**src/rtl/lcd_pkg.sv**
```systemverilog
// Shared types and constants for the 16x2 LCD text buffer.
package lcd_pkg;

    localparam int unsigned COLS   = 16;
    localparam int unsigned CELLS  = 32;
    localparam int unsigned ADDR_W = 6;
    localparam int unsigned CELL_W = 5;
    localparam int unsigned CHAR_W = 8;
    localparam int unsigned WORD_W = 9;

    // Sequencer addresses of column 0 on each line
    localparam logic [ADDR_W-1:0] LINE1 = 6'd6;
    localparam logic [ADDR_W-1:0] LINE2 = 6'd23;

    localparam logic [CHAR_W-1:0] KEY_BS  = 8'h08;
    localparam logic [CHAR_W-1:0] KEY_CR  = 8'h0D;
    localparam logic [CHAR_W-1:0] KEY_ESC = 8'h1B;
    localparam logic [CHAR_W-1:0] BLANK   = 8'h20;

    // Word returned for addresses outside a line's window: {RS=1, space}
    localparam logic [WORD_W-1:0] OUT_OF_WINDOW = 9'h120;

    typedef enum logic [1:0] {
        IDLE   = 2'd0,
        SCROLL = 2'd1,
        CLEAR  = 2'd2
    } state_t;

    // Printable ASCII range that is stored into the text image
    function automatic logic is_printable(input logic [CHAR_W-1:0] c);
        return (c >= 8'h20) && (c <= 8'h7E);
    endfunction

endpackage

```
**src/rtl/lcd_char_ram.sv**
```systemverilog
// 32x8 character flop array, reset to blanks, two write ports and two read ports.
module lcd_char_ram
    import lcd_pkg::*;
(
    input  logic              clk,
    input  logic              rst,
    input  logic              i_we0,
    input  logic [CELL_W-1:0] i_wa0,
    input  logic [CHAR_W-1:0] i_wd0,
    input  logic              i_we1,
    input  logic [CELL_W-1:0] i_wa1,
    input  logic [CHAR_W-1:0] i_wd1,
    input  logic [CELL_W-1:0] i_ra0,
    output logic [CHAR_W-1:0] o_rd0,
    input  logic [CELL_W-1:0] i_ra1,
    output logic [CHAR_W-1:0] o_rd1
);

    logic [CHAR_W-1:0] r_cells [CELLS];

    // Cell storage; port 1 wins on an address collision (never used that way)
    always_ff @(posedge clk or negedge rst) begin
        if (!rst) begin
            for (int unsigned i = 0; i < CELLS; i++) begin
                r_cells[i] <= BLANK;
            end
        end else begin
            if (i_we0) r_cells[i_wa0] <= i_wd0;
            if (i_we1) r_cells[i_wa1] <= i_wd1;
        end
    end

    assign o_rd0 = r_cells[i_ra0];
    assign o_rd1 = r_cells[i_ra1];

endmodule

```
**src/rtl/lcd_text_buffer.sv**
```systemverilog
// Keyboard-side editor for the 16x2 LCD text image with sequencer read-out.
module lcd_text_buffer
    import lcd_pkg::*;
(
    input  logic              clk,
    input  logic              rst,
    input  logic              key_valid,
    input  logic [CHAR_W-1:0] key_code,
    output logic              key_ready,
    input  logic [ADDR_W-1:0] address,
    output logic [WORD_W-1:0] data_mem_1,
    output logic [WORD_W-1:0] data_mem_2,
    output logic [CELL_W-1:0] cursor_pos
);

    state_t            r_state;
    logic [CELL_W-1:0] r_cursor;
    logic [CELL_W-1:0] r_index;
    logic              r_key_ready;

    logic              w_accept;
    logic              w_in1;
    logic              w_in2;
    logic [CELL_W-1:0] w_ra0;
    logic [CELL_W-1:0] w_ra1;
    logic [CHAR_W-1:0] w_rd0;
    logic [CHAR_W-1:0] w_rd1;
    logic              w_we0;
    logic [CELL_W-1:0] w_wa0;
    logic [CHAR_W-1:0] w_wd0;
    logic              w_we1;
    logic [CELL_W-1:0] w_wa1;
    logic [CHAR_W-1:0] w_wd1;

    assign w_accept = key_valid && r_key_ready;

    // The two line windows are disjoint, so one read port serves both lines
    // and the second port is free to fetch the line-2 source cell while scrolling.
    assign w_in1 = (address >= LINE1) && (address <= 6'(LINE1 + 6'd15));
    assign w_in2 = (address >= LINE2) && (address <= 6'(LINE2 + 6'd15));

    // Sequencer-side cell index; out-of-window addresses park on cell 0
    always_comb begin
        w_ra0 = '0;
        if (w_in1) begin
            w_ra0 = 5'(address - LINE1);
        end else if (w_in2) begin
            w_ra0 = 5'(6'(address - LINE2) + 6'(COLS));
        end
    end

    assign w_ra1 = {1'b1, r_index[3:0]};

    // Write-port steering for typing, backspace, scroll pairs and clear
    always_comb begin
        w_we0 = 1'b0;
        w_wa0 = r_cursor;
        w_wd0 = key_code;
        w_we1 = 1'b0;
        w_wa1 = {1'b1, r_index[3:0]};
        w_wd1 = BLANK;
        case (r_state)
            IDLE: begin
                if (w_accept) begin
                    if (is_printable(key_code)) begin
                        w_we0 = 1'b1;
                    end else if ((key_code == KEY_BS) && (r_cursor != '0)) begin
                        w_we0 = 1'b1;
                        w_wa0 = r_cursor - 5'd1;
                        w_wd0 = BLANK;
                    end
                end
            end
            SCROLL: begin
                w_we0 = 1'b1;
                w_wa0 = {1'b0, r_index[3:0]};
                w_wd0 = w_rd1;
                w_we1 = 1'b1;
            end
            CLEAR: begin
                w_we0 = 1'b1;
                w_wa0 = r_index;
                w_wd0 = BLANK;
            end
            default: ;
        endcase
    end

    lcd_char_ram u_ram (
        .clk   (clk),
        .rst   (rst),
        .i_we0 (w_we0),
        .i_wa0 (w_wa0),
        .i_wd0 (w_wd0),
        .i_we1 (w_we1),
        .i_wa1 (w_wa1),
        .i_wd1 (w_wd1),
        .i_ra0 (w_ra0),
        .o_rd0 (w_rd0),
        .i_ra1 (w_ra1),
        .o_rd1 (w_rd1)
    );

    // Edit FSM: cursor, scroll/clear sweep index and registered ready
    always_ff @(posedge clk or negedge rst) begin
        if (!rst) begin
            r_state     <= IDLE;
            r_cursor    <= '0;
            r_index     <= '0;
            r_key_ready <= 1'b0;
        end else begin
            case (r_state)
                IDLE: begin
                    r_key_ready <= 1'b1;
                    if (w_accept) begin
                        if (is_printable(key_code)) begin
                            if (r_cursor == 5'd31) begin
                                r_state     <= SCROLL;
                                r_key_ready <= 1'b0;
                            end else begin
                                r_cursor <= r_cursor + 5'd1;
                            end
                        end else if (key_code == KEY_BS) begin
                            if (r_cursor != '0) r_cursor <= r_cursor - 5'd1;
                        end else if (key_code == KEY_CR) begin
                            if (r_cursor < 5'(COLS)) begin
                                r_cursor <= 5'(COLS);
                            end else begin
                                r_state     <= SCROLL;
                                r_key_ready <= 1'b0;
                            end
                        end else if (key_code == KEY_ESC) begin
                            r_state     <= CLEAR;
                            r_key_ready <= 1'b0;
                        end
                    end
                end
                SCROLL: begin
                    if (r_index == 5'd15) begin
                        r_index     <= '0;
                        r_cursor    <= 5'(COLS);
                        r_state     <= IDLE;
                        r_key_ready <= 1'b1;
                    end else begin
                        r_index <= r_index + 5'd1;
                    end
                end
                CLEAR: begin
                    if (r_index == 5'd31) begin
                        r_index     <= '0;
                        r_cursor    <= '0;
                        r_state     <= IDLE;
                        r_key_ready <= 1'b1;
                    end else begin
                        r_index <= r_index + 5'd1;
                    end
                end
                default: begin
                    r_state     <= IDLE;
                    r_key_ready <= 1'b0;
                end
            endcase
        end
    end

    assign key_ready  = r_key_ready;
    assign cursor_pos = r_cursor;
    assign data_mem_1 = w_in1 ? {1'b1, w_rd0} : OUT_OF_WINDOW;
    assign data_mem_2 = w_in2 ? {1'b1, w_rd0} : OUT_OF_WINDOW;

endmodule

```
**config.mk**
```make
export PLATFORM = sky130hd
export DESIGN_NAME = lcd_text_buffer
export DESIGN_NICKNAME = d
export VERILOG_FILES = /design/src/rtl/lcd_pkg.sv /design/src/rtl/lcd_char_ram.sv /design/src/rtl/lcd_text_buffer.sv
export SDC_FILE = /design/constraint.sdc
export NUM_CORES = 1
export LEC_CHECK = 0
export BUFFER_PORTS_ARGS = -buffer_cell sky130_fd_sc_hd__buf_2
export CAP_MARGIN = 40
export CORE_MARGIN = 4
export CORE_UTILIZATION = 35
export CTS_CLUSTER_SIZE = 25
export DETAILED_ROUTE_END_ITERATION = 6
export GPL_TIMING_DRIVEN = 0
export PLACE_DENSITY = 0.54
export SLEW_MARGIN = 20
export SYNTH_ARGS = -nofsm -noshare
export SYNTH_HDL_FRONTEND = slang
export SYNTH_SLANG_ARGS = --single-unit
export TNS_END_PERCENT = 20
```
**constraint.sdc**
```tcl
create_clock -name clk -period 5.65 [get_ports clk]
set_input_delay 1.13 -clock clk [delete_from_list [all_inputs] [get_ports clk]]
set_output_delay 1.13 -clock clk [all_outputs]
set_load 0.01 [all_outputs]
```
==> results, run 1 <==
- The run finished with clean final reports.
- The cell chosen for the clock root is clkbuf_16.
- The CTS sink count is 269.
- The per-cell via count in the routed design is 5.820.
- Among all flip-flop cells after synthesis, the most frequent one is dfrtp_1.
- Walking the worst path, the cells encountered are buf_2 -> clkinvlp_4 -> ha_1 -> nand4bb_1 -> nand2_2 -> nor2_1 -> clkbuf_2 -> a21boi_2 -> clkbuf_2 -> buf_4 -> a21oi_1 -> a22o_1 -> o22ai_1 -> o21ai_0 -> nand2_1 -> buf_2.
- The CTS tree is done.
- The total of warnings raised by yosys is 0.
- The worst max-slew margin expressed relative to the limit is 41.10%.
- The half-perimeter wire length of the detailed placement result is 39.11 mm.
- Overall power consumption after layout is estimated at 9.034 mW.
- The routability-driven placement congestion ratio is 0.9438.
- In this run the cell area of the synthesized design comes to 0.01534 mm2.
- Sequential elements use 44.13% of the synthesized area.
- The finished cells cover around 0.018 mm2.
- Across the VDD grid, the largest voltage drop is 0.0003025 V.
- 0 antenna diodes ended up in the layout.
- The top-level I/O count is 41.
- Clock latency on the worst-skew pair, taken at its later pin, is 0.60 ns.
- The met2 capacity usage during global routing is 35.24%.
- The analysis attributes to cell leakage a power of 7.720 nW.
- For this design the ratio of total power to cell area is ~500 mW/mm2.
- The total of max-cap violations is 0.
- The number of H-tree branching levels is 1.
- Once layout is complete, the cells apart from fillers number 2115.
- The pre-CTS setup slack is -0.8167 ns.
- Setup slack closes at 0.1212 ns.
- The synthesized design contains 0 enable-type register cells.
- Counting flops with an async set or reset pin after synthesis yields a share of 100.0%.
- Leaving out fill and tap cells, the most frequent cell in the layout is dfrtp_1.
- For the pin with the worst max-slew slack, the measured transition is about 0.9 ns.
- The total count of max-transition violations in the final report is 0.
- The floorplan die height is roughly 220 um.
- The initial utilization of the core area, before any placement, comes to 35.54%.
- The utilization after layout is 41.90%.
- The final routed wire length divided by cell count is 25.70 um.
- The number of I/O port buffers is 36.
- The depth of the most critical reg-to-reg path is 11.
- The post-route clock skew is between 0.015 and 0.02 ns.
- The type of the most critical hold path is in -> async.
- In this run, post-CTS hold repair placed 0 buffers.
- The floorplan die area is 0.04725 mm2.
- The number of fill cells is 4199.
- The largest net degree at the start of global routing is 85.
- The post-layout minimum cycle time is 5.529 ns.
- The synthesized netlist contains 80 unique library cells.
- The count of unresolved DRC violations after routing is 0.
- The first global-routing pass estimated 81.33 mm of wire.
- The clock edge transition at the registers on the reported setup and hold paths is 0.06 ns.
- After global routing, the most crowded layer is met2.
- The standard cell core area is roughly 0.043 mm2.
- Summed over all failing endpoints, the final setup total negative slack is 0 ns.
- Timing would allow up to approximately 180 MHz.
- The number of buffers and inverters on the critical path is 6.
- The final layout contains routed wiring with a total length of 54.36 mm.
- The initial antenna violation count is 0.
- The placed cell area is 0.01656 mm2.
- Dividing the synthesized area by the synthesized cell count gives 10.97 um2.
- The type of element capturing the critical path is an output pin.
- Ranked by total cell area, the synthesized netlist is headed by dfrtp_1 39%, mux2_2 9.8%, mux4_2 9.8%, mux2i_1 7.8%, dfstp_2 5.5%.
- The signed area change from the synthesized netlist to the final layout is 17.90%.
- The sort of element at the start of the critical path is an input pin.
- On the final layout, the worst hold slack is 0.4888 ns.
- The detailed router's first-iteration violation count is 1367.
- Across all layers, the routed design uses ~12000 vias.
- The post-route clock period utilization is 97.85%.
- The horizontal die dimension is 217.4 um.
- By startpoint and endpoint, the worst setup path is classified as in -> out.
- The fraction of post-synthesis cell area in the top cell type by area is 38.65%.
- For met3 alone, demand over resource in global routing was ~4.0%.
- On the critical path, the stage with the largest delay is an instance of clkbuf_2.
- The critical path data arrival time is ~4.4 ns.
- Counting buffers and inverters, the worst setup path is 16 cells deep.
- The number of instances in the placed design is approximately 2000.
- In the layout the commonest cells are 237 x dfrtp_1, 134 x mux2_2, 124 x nor2_1, 121 x nand2_1, 118 x mux2i_1.
- The largest stage delay on the critical path is between 0.3 and 0.4 ns.
- The longest clock path from root to sink contains 3 buffers.
- The biggest area contributor in the post-synthesis netlist is dfrtp_1.
- Counting the buffers created by CTS gives 31.
- The overall global routing resource usage is 22.65%.
- The via count of the first global-routing pass is between 10000 and 15000.
- The final net count is 1543.
- For this run, the detailed router's first-pass iteration total came to 6.
- The number of storage elements in the synthesis netlist is 269.
- For met1 alone, demand over resource in global routing was 31.50%.
- The number of placement rows is 76.
- The count of final hold-check violations came to 0.
- The kind of cell with the highest combined delay along the critical path is buffers and inverters.
- The remaining global-route overflow is 0.
- Setup violations remaining at the end of the flow were counted as 0.
- Of all nets on the critical path, the largest fanout is 10.
- The fraction of layout instances using a drive strength above 1 is between 30 and 40%.
- In this run the remaining antenna-violating nets after routing total 0.
- For the worst setup path, the data required time is ~4.5 ns.
- The gate count of the mapped netlist is approximately 1400.
-- kinds of logic after synthesis --
group	share of synthesized area, %
DFF	44.13
xor gates and xnor gates	0.2854
other	0.02444
adders and majority gates	1.549
buffers and inverters	3.327
and+or+nand+nor	11.65
AOI/OAI and AO/OA	11.43
muxes	27.60
-- layer usage --
| layer | vias up | wire length (um) |
|---|---|---|
| li1 | 5373 | - |
| met1 | 6292 | 23090 |
| met3 | 109 | 4344 |
| met5 | - | 0 |
| met2 | 536 | 24780 |
| met4 | 0 | 2145 |
-- worst paths after layout --
kind | end | slack, ns | startpoint
max | data_mem_2[5] | 0.12 | address[0]
min | u_ram.r_cells[50]$_DFF_PN0_ | 0.49 | rst
max reg2reg | flip-flop | 1.54 | cursor_pos[0]$_DFFE_PN0P_
min reg2reg | flip-flop | 0.50 | flip-flop
max in group asynchronous | asynchronous set/reset pin | 4.07 | rst
min in group clk | flip-flop | 0.50 | flip-flop
-- cell type report --
type                       count  area, um2  area share, %
buffer                        96      499.2          2.760
clock buffer                  42      887.1          4.904
clock inverter                14      216.5          1.197
inverter                      27      105.1         0.5810
multi-input combinational   1007       8300          45.88
sequential                   269       6771          37.43
tap                          585      732.0          4.046
timing repair buffer          75      578.1          3.195
-- where the power goes --
part	switching (mW)	total, mW	internal [mW]
Sequential	0.410	2.95	2.54
Combinational	2.39	3.89	1.50
Clock	0.865	2.19	1.33
Total	3.66	9.03	5.37
-- synth_stat cells, types with 12 or more instances --
cell	number
mux4_2	67
a22oi_1	17
inv_1	26
ha_1	19
nor3_1	44
a22o_1	17
nand2_1	123
dfstp_2	32
mux2_2	134
nand3_1	12
o21ai_0	68
mux2i_1	120
buf_2	23
clkbuf_1	65
a21oi_1	94
nor2_1	129
dfrtp_1	237
-- timing repair --
item / in CTS / in global routing
pin swaps: 0 / 3
setup endpoints to repair: 16 / 16
setup buffers: 0 / 7
resized for setup: 54 / 39
No activity file was read; power rests on OpenSTA's default activity.
==> run 2, diff against run 1 <==
--- a/config.mk
+++ b/config.mk
@@ -5,6 +5,7 @@
 export SDC_FILE = /design/constraint.sdc
 export NUM_CORES = 1
 export LEC_CHECK = 0
+export ABC_AREA = 1
 export BUFFER_PORTS_ARGS = -buffer_cell sky130_fd_sc_hd__buf_2
 export CAP_MARGIN = 40
 export CORE_MARGIN = 4
==> run 2 against run 1 <==
Compared with the run above: die area grew 4.8%; final area is 1.8% higher; synthesized cell count up 62%; register-to-register slack worse by 0.16 ns; highest routed layer unchanged; wire length up 26%; critical path type unchanged; worst setup slack improved by 0.083 ns.
==> results, run 2 <==
- The detailed-route via count is 16680 (was 12310).
- The library cell contributing the largest single delay on the critical path is clkbuf_1 (was clkbuf_2).
- The multi-input combinational cell area is 0.008188 mm2 (was 0.008300 mm2).
- The detailed router's first-iteration violation count is 2249 (was 1367).
- Cell types with the largest area share after synthesis: dfrtp_1 37%, nand3_1 12%, nand2_1 12%, nor2_1 8.4%, o21ai_0 5.7% (was dfrtp_1 39%, mux2_2 9.8%, mux4_2 9.8%, mux2i_1 7.8%, dfstp_2 5.5%).
- The kind of cell adding the most delay to the critical path is simple AND/OR/NAND/NOR gates (was buffers and inverters).
- The largest stage delay on the critical path is 0.70 ns (was 0.33 ns).
- The routability-driven placement congestion ratio came to 0.9973 (was 0.9438).
- The met1 layer wirelength in the final routing came to 28.60 mm (was 23.09 mm).
- The type of the most critical hold path is in -> async (unchanged).
- The standard cell core area is 0.04548 mm2 (was 0.04317 mm2).
- The overall global routing resource usage was 27.03% (was 22.65%).
- Commonest non-fill, non-tap cells in the layout: 505 x nand2_1, 381 x nand3_1, 360 x nor2_1, 237 x dfrtp_1, 182 x o21ai_0 (was 237 x dfrtp_1, 134 x mux2_2, 124 x nor2_1, 121 x nand2_1, 118 x mux2i_1).
- Cell-by-cell listing of the critical path: buf_2 -> inv_1 -> ha_1 -> inv_1 -> nand3_1 -> nand2_1 -> nand2_1 -> nand2_2 -> nand2_1 -> nand2_2 -> clkbuf_1 -> nand2_1 -> nand3_1 -> nand3_1 -> nand3_1 -> nand2_1 -> nand2_1 -> nand2_1 -> nor2_1 -> buf_2 (was buf_2 -> clkinvlp_4 -> ha_1 -> nand4bb_1 -> nand2_2 -> nor2_1 -> clkbuf_2 -> a21boi_2 -> clkbuf_2 -> buf_4 -> a21oi_1 -> a22o_1 -> o22ai_1 -> o21ai_0 -> nand2_1 -> buf_2).
- The final cell count without fillers was 2982 (was 2115).
- The total length of routed met2 wires is 30.28 mm (was 24.78 mm).
- The cell chosen for the clock root is clkbuf_16 (unchanged).
- The leading cell type in the layout, fill and taps excluded is nand2_1 (was dfrtp_1).
- The share of flip-flops with an asynchronous set or reset is 100.0% (unchanged).
- The total count of max-transition violations in the final report is 0 (unchanged).
- The largest net degree at the start of global routing is 90 (was 85).
- The count of hold-fix buffers inserted at cts is 0 (unchanged).
- The mux share of post-synthesis cell area is 0% (was 27.60%).
- The number of instances in the placed design is 2916 (was 2045).
- The CTS tree is done (unchanged).
- The post-route clock skew is 0.03112 ns (was 0.01757 ns).
- The most frequent cell after synthesis was nand2_1 (was dfrtp_1).
- The highest achievable clock rate is 183.6 MHz (was 180.9 MHz).
- The initial core utilization is 35.41% (was 35.54%).
- The post-synthesis share of cell area spent on full adders, half adders and majority gates is 1.476% (was 1.549%).
- Most frequent cells after synthesis: 506 x nand2_1, 381 x nand3_1, 360 x nor2_1 (was 237 x dfrtp_1, 134 x mux2_2, 129 x nor2_1).
- The worst max-slew margin expressed relative to the limit is 38.96% (was 41.10%).
- The final routed wire length divided by cell count is 23.00 um (was 25.70 um).
- The category of the most critical setup path is in -> out (unchanged).
- The number of I/O port buffers is 37 (was 36).
- The transition at the pin with the smallest max-transition slack came to 0.9157 ns (was 0.8776 ns).
- The sum of routed wire length over all layers is 68.59 mm (was 54.36 mm).
- The number of storage elements in the synthesis netlist came to 269 (unchanged).
- The total of warnings raised by yosys is 0 (unchanged).
- The sequential cell area is 0.006771 mm2 (unchanged).
- The number of enable-type register cells in the synthesized netlist is 0 (unchanged).
- The remaining global-route overflow was 0 (unchanged).
- The remaining antenna violation count is 0 (unchanged).
- The critical-path maximum fanout was 10 (unchanged).
- The top-level I/O count is 41 (unchanged).
- The count of unresolved DRC violations after routing is 0 (unchanged).
- The power per standard cell area is 569.0 mW/mm2 (was 499.4 mW/mm2).
- The count of unique library cells instantiated by Yosys is 48 (was 80).
- The clock edge transition at the registers on the reported setup and hold paths is 0.06 ns (about the same).
- The half-perimeter wire length of the detailed placement result was 50.68 mm (was 39.11 mm).
- The number of H-tree branching levels is 2 (was 1).
- The commonest register cell after synthesis is dfrtp_1 (unchanged).
- The number of buffers inserted to repair setup after CTS is 0 (unchanged).
- The per-cell via count in the routed design was 5.593 (was 5.820).
- The via count of the first global-routing pass came to 15490 (was 12070).
- The fraction of post-synthesis cell area in the top cell type by area is 36.82% (was 38.65%).
- The post-route clock period utilization came to 96.38% (was 97.85%).
- The largest buffer count on any clock path is 3 (unchanged).
- The floorplan die area came to 0.04951 mm2 (was 0.04725 mm2).
- The insertion delay to the later sink of the worst-skew pair is 0.58 ns (was 0.60 ns).
- The critical path data arrival time was 4.32 ns (was 4.40 ns).
- The fraction of the mapped netlist area in compound gates is 12.66% (was 11.43%).
- The signed area change from the synthesized netlist to the final layout is 14.30% (was 17.90%).
- The leading area contributor after synthesis is dfrtp_1 (unchanged).
- The final net count is 2392 (was 1543).
- The first-pass iteration count of the detailed router is 6 (unchanged).
- The area of the mapped netlist is 0.01611 mm2 (was 0.01534 mm2).
- The post-synthesis xor/xnor area fraction is 0.3807% (was 0.2854%).
- The horizontal die dimension is 222.5 um (was 217.4 um).
- The global-route wire length before repair is 101.8 mm (was 81.33 mm).
- The critical path required time is 4.52 ns (about the same).
- The wire length on met3 is 6.249 mm (was 4.344 mm).
- The number of placement rows was 78 (was 76).
- The post-layout minimum cycle time is 5.446 ns (was 5.529 ns).
- The largest family of logic cells by synthesized area is simple AND/OR/NAND/NOR gates (was multiplexers).
- The most frequent cell on the critical path is nand2_1.
- The total power is 10.48 mW (was 9.034 mW).
- The total inserted antenna cells is 0 (unchanged).
- The buffering stage count on the worst path with inverters included was 5 (was 6).
- The gate count of the mapped netlist was 2267 (was 1399).
- The number of buffers added by the clock tree synthesis step was 34 (was 31).
- The type of element capturing the critical path was an output pin (unchanged).
- The mean cell area of the mapped netlist is 7.104 um2 (was 10.97 um2).
- The static leakage came to 8.916 nW (was 7.720 nW).
- The number of fill cells came to 4847 (was 4199).
- Setup repair after global routing left no endpoint under its margin.
- The initial antenna violation count is 0 (unchanged).
- The CTS sink count is 269 (unchanged).
- The summed negative setup slack over all endpoints was 0 ns (unchanged).
- The count of final hold-check violations was 0 (unchanged).
- The simple-gate portion of the synthesized area came to 36.17% (was 11.65%).
- The fraction of layout instances using a drive strength above 1 is 12.26% (was 30.65%).
- The floorplan die height came to 222.5 um (was 217.4 um).
- The sort of element at the start of the critical path is an input pin (unchanged).
- Status: finished clean (unchanged).
- The sequential-to-total area share from yosys stat was 42.04% (was 44.13%).
- The maximum resistive drop on vdd is 0.0002653 V (was 0.0003025 V).
- The total of max-cap violations is 0 (unchanged).
- The number of gates resized after CTS is 0 (was 54).
- The number of setup violations in the final report is 0 (unchanged).
- The highest layer used for signal routing was met4 (unchanged).
-- run 2: changes by cell type in the layout (fill, tap and decap cells not counted), moves of 19 or more --
cell and change:
nor2_1 +236, mux2i_1 -118, o21ai_1 +33, nand2_1 +384
nand3_1 +369, buf_4 -23, nor3_1 -40, mux2_2 -134
buf_2 +40, o21ai_0 +121, nand2_2 +19, mux4_2 -67
inv_1 +91
-- run 2: area by class of cell --
| class | count | share of cell area (%) |
|---|---|---|
| Inverter | 131 | 2.685 |
| Multi-Input combinational cell | 1727 | 44.48 |
| Timing Repair Buffer | 52 | 2.290 |
| Tap cell | 600 | 4.078 |
| Clock inverter | 18 | 1.040 |
| Buffer | 141 | 3.650 |
| Sequential cell | 269 | 36.78 |
| Clock buffer | 44 | 4.996 |
-- run 2: kinds of logic (layout without fill, tap and decap cells) --
| group | after synthesis | after routing |
|---|---|---|
| adders and majority gates | 19 | 19 |
| xor gates and xnor gates | 7 | 7 |
| buffers and inverters | 272 | 386 |
| DFF | 269 | 269 |
| and+or+nand+nor | 1320 | 1320 |
| AOI/OAI and AO/OA | 379 | 379 |
| other | 1 | 2 |
-- run 2: through the flow --
step	area (um2)	setup slack [ns]	hold WS (ns)	util [%]
floorplan	16110	1.586	0.4534	-
global placement	17050	-1.836	0.4648	37.48
detailed placement	17260	0.3012	0.4654	37.94
CTS	18370	0.2994	0.3640	40.39
global route	18410	0.06645	0.3816	40.48
finish	18410	0.2045	0.3806	40.48
-- run 2: path summary, 6_finish.rpt --
check / from / endpoint / slack (ns) / cells past startpoint
worst max-delay path: address[0] / data_mem_2[0] / 0.20 / 20
worst min-delay path: rst / asynchronous set/reset pin / 0.38 / 1
worst max register to register: r_index[0]$_DFFE_PN0N_ / u_ram.r_cells[101]$_DFF_PN1_ / 1.38 / 12
worst min register to register: flip-flop / flip-flop / 0.48 / 2
max in group asynchronous: rst / u_ram.r_cells[117]$_DFF_PN1_ / 4.10 / 3
min in group clk: flip-flop / flip-flop / 0.48 / 2
-- run 2: power by group --
group,total (mW),internal [mW],switching [mW]
clock,2.24,1.30,0.942
sequential,3.34,2.72,0.616
combinational,4.90,1.41,3.49
total,10.5,5.43,5.05
-- run 2: per-layer routing --
layer	vias to the layer above	global-route usage [%]
met5	-	0
met4	0	11.91
met3	181	4.928
met2	863	42.03
met1	8003	36.97
li1	7632	-
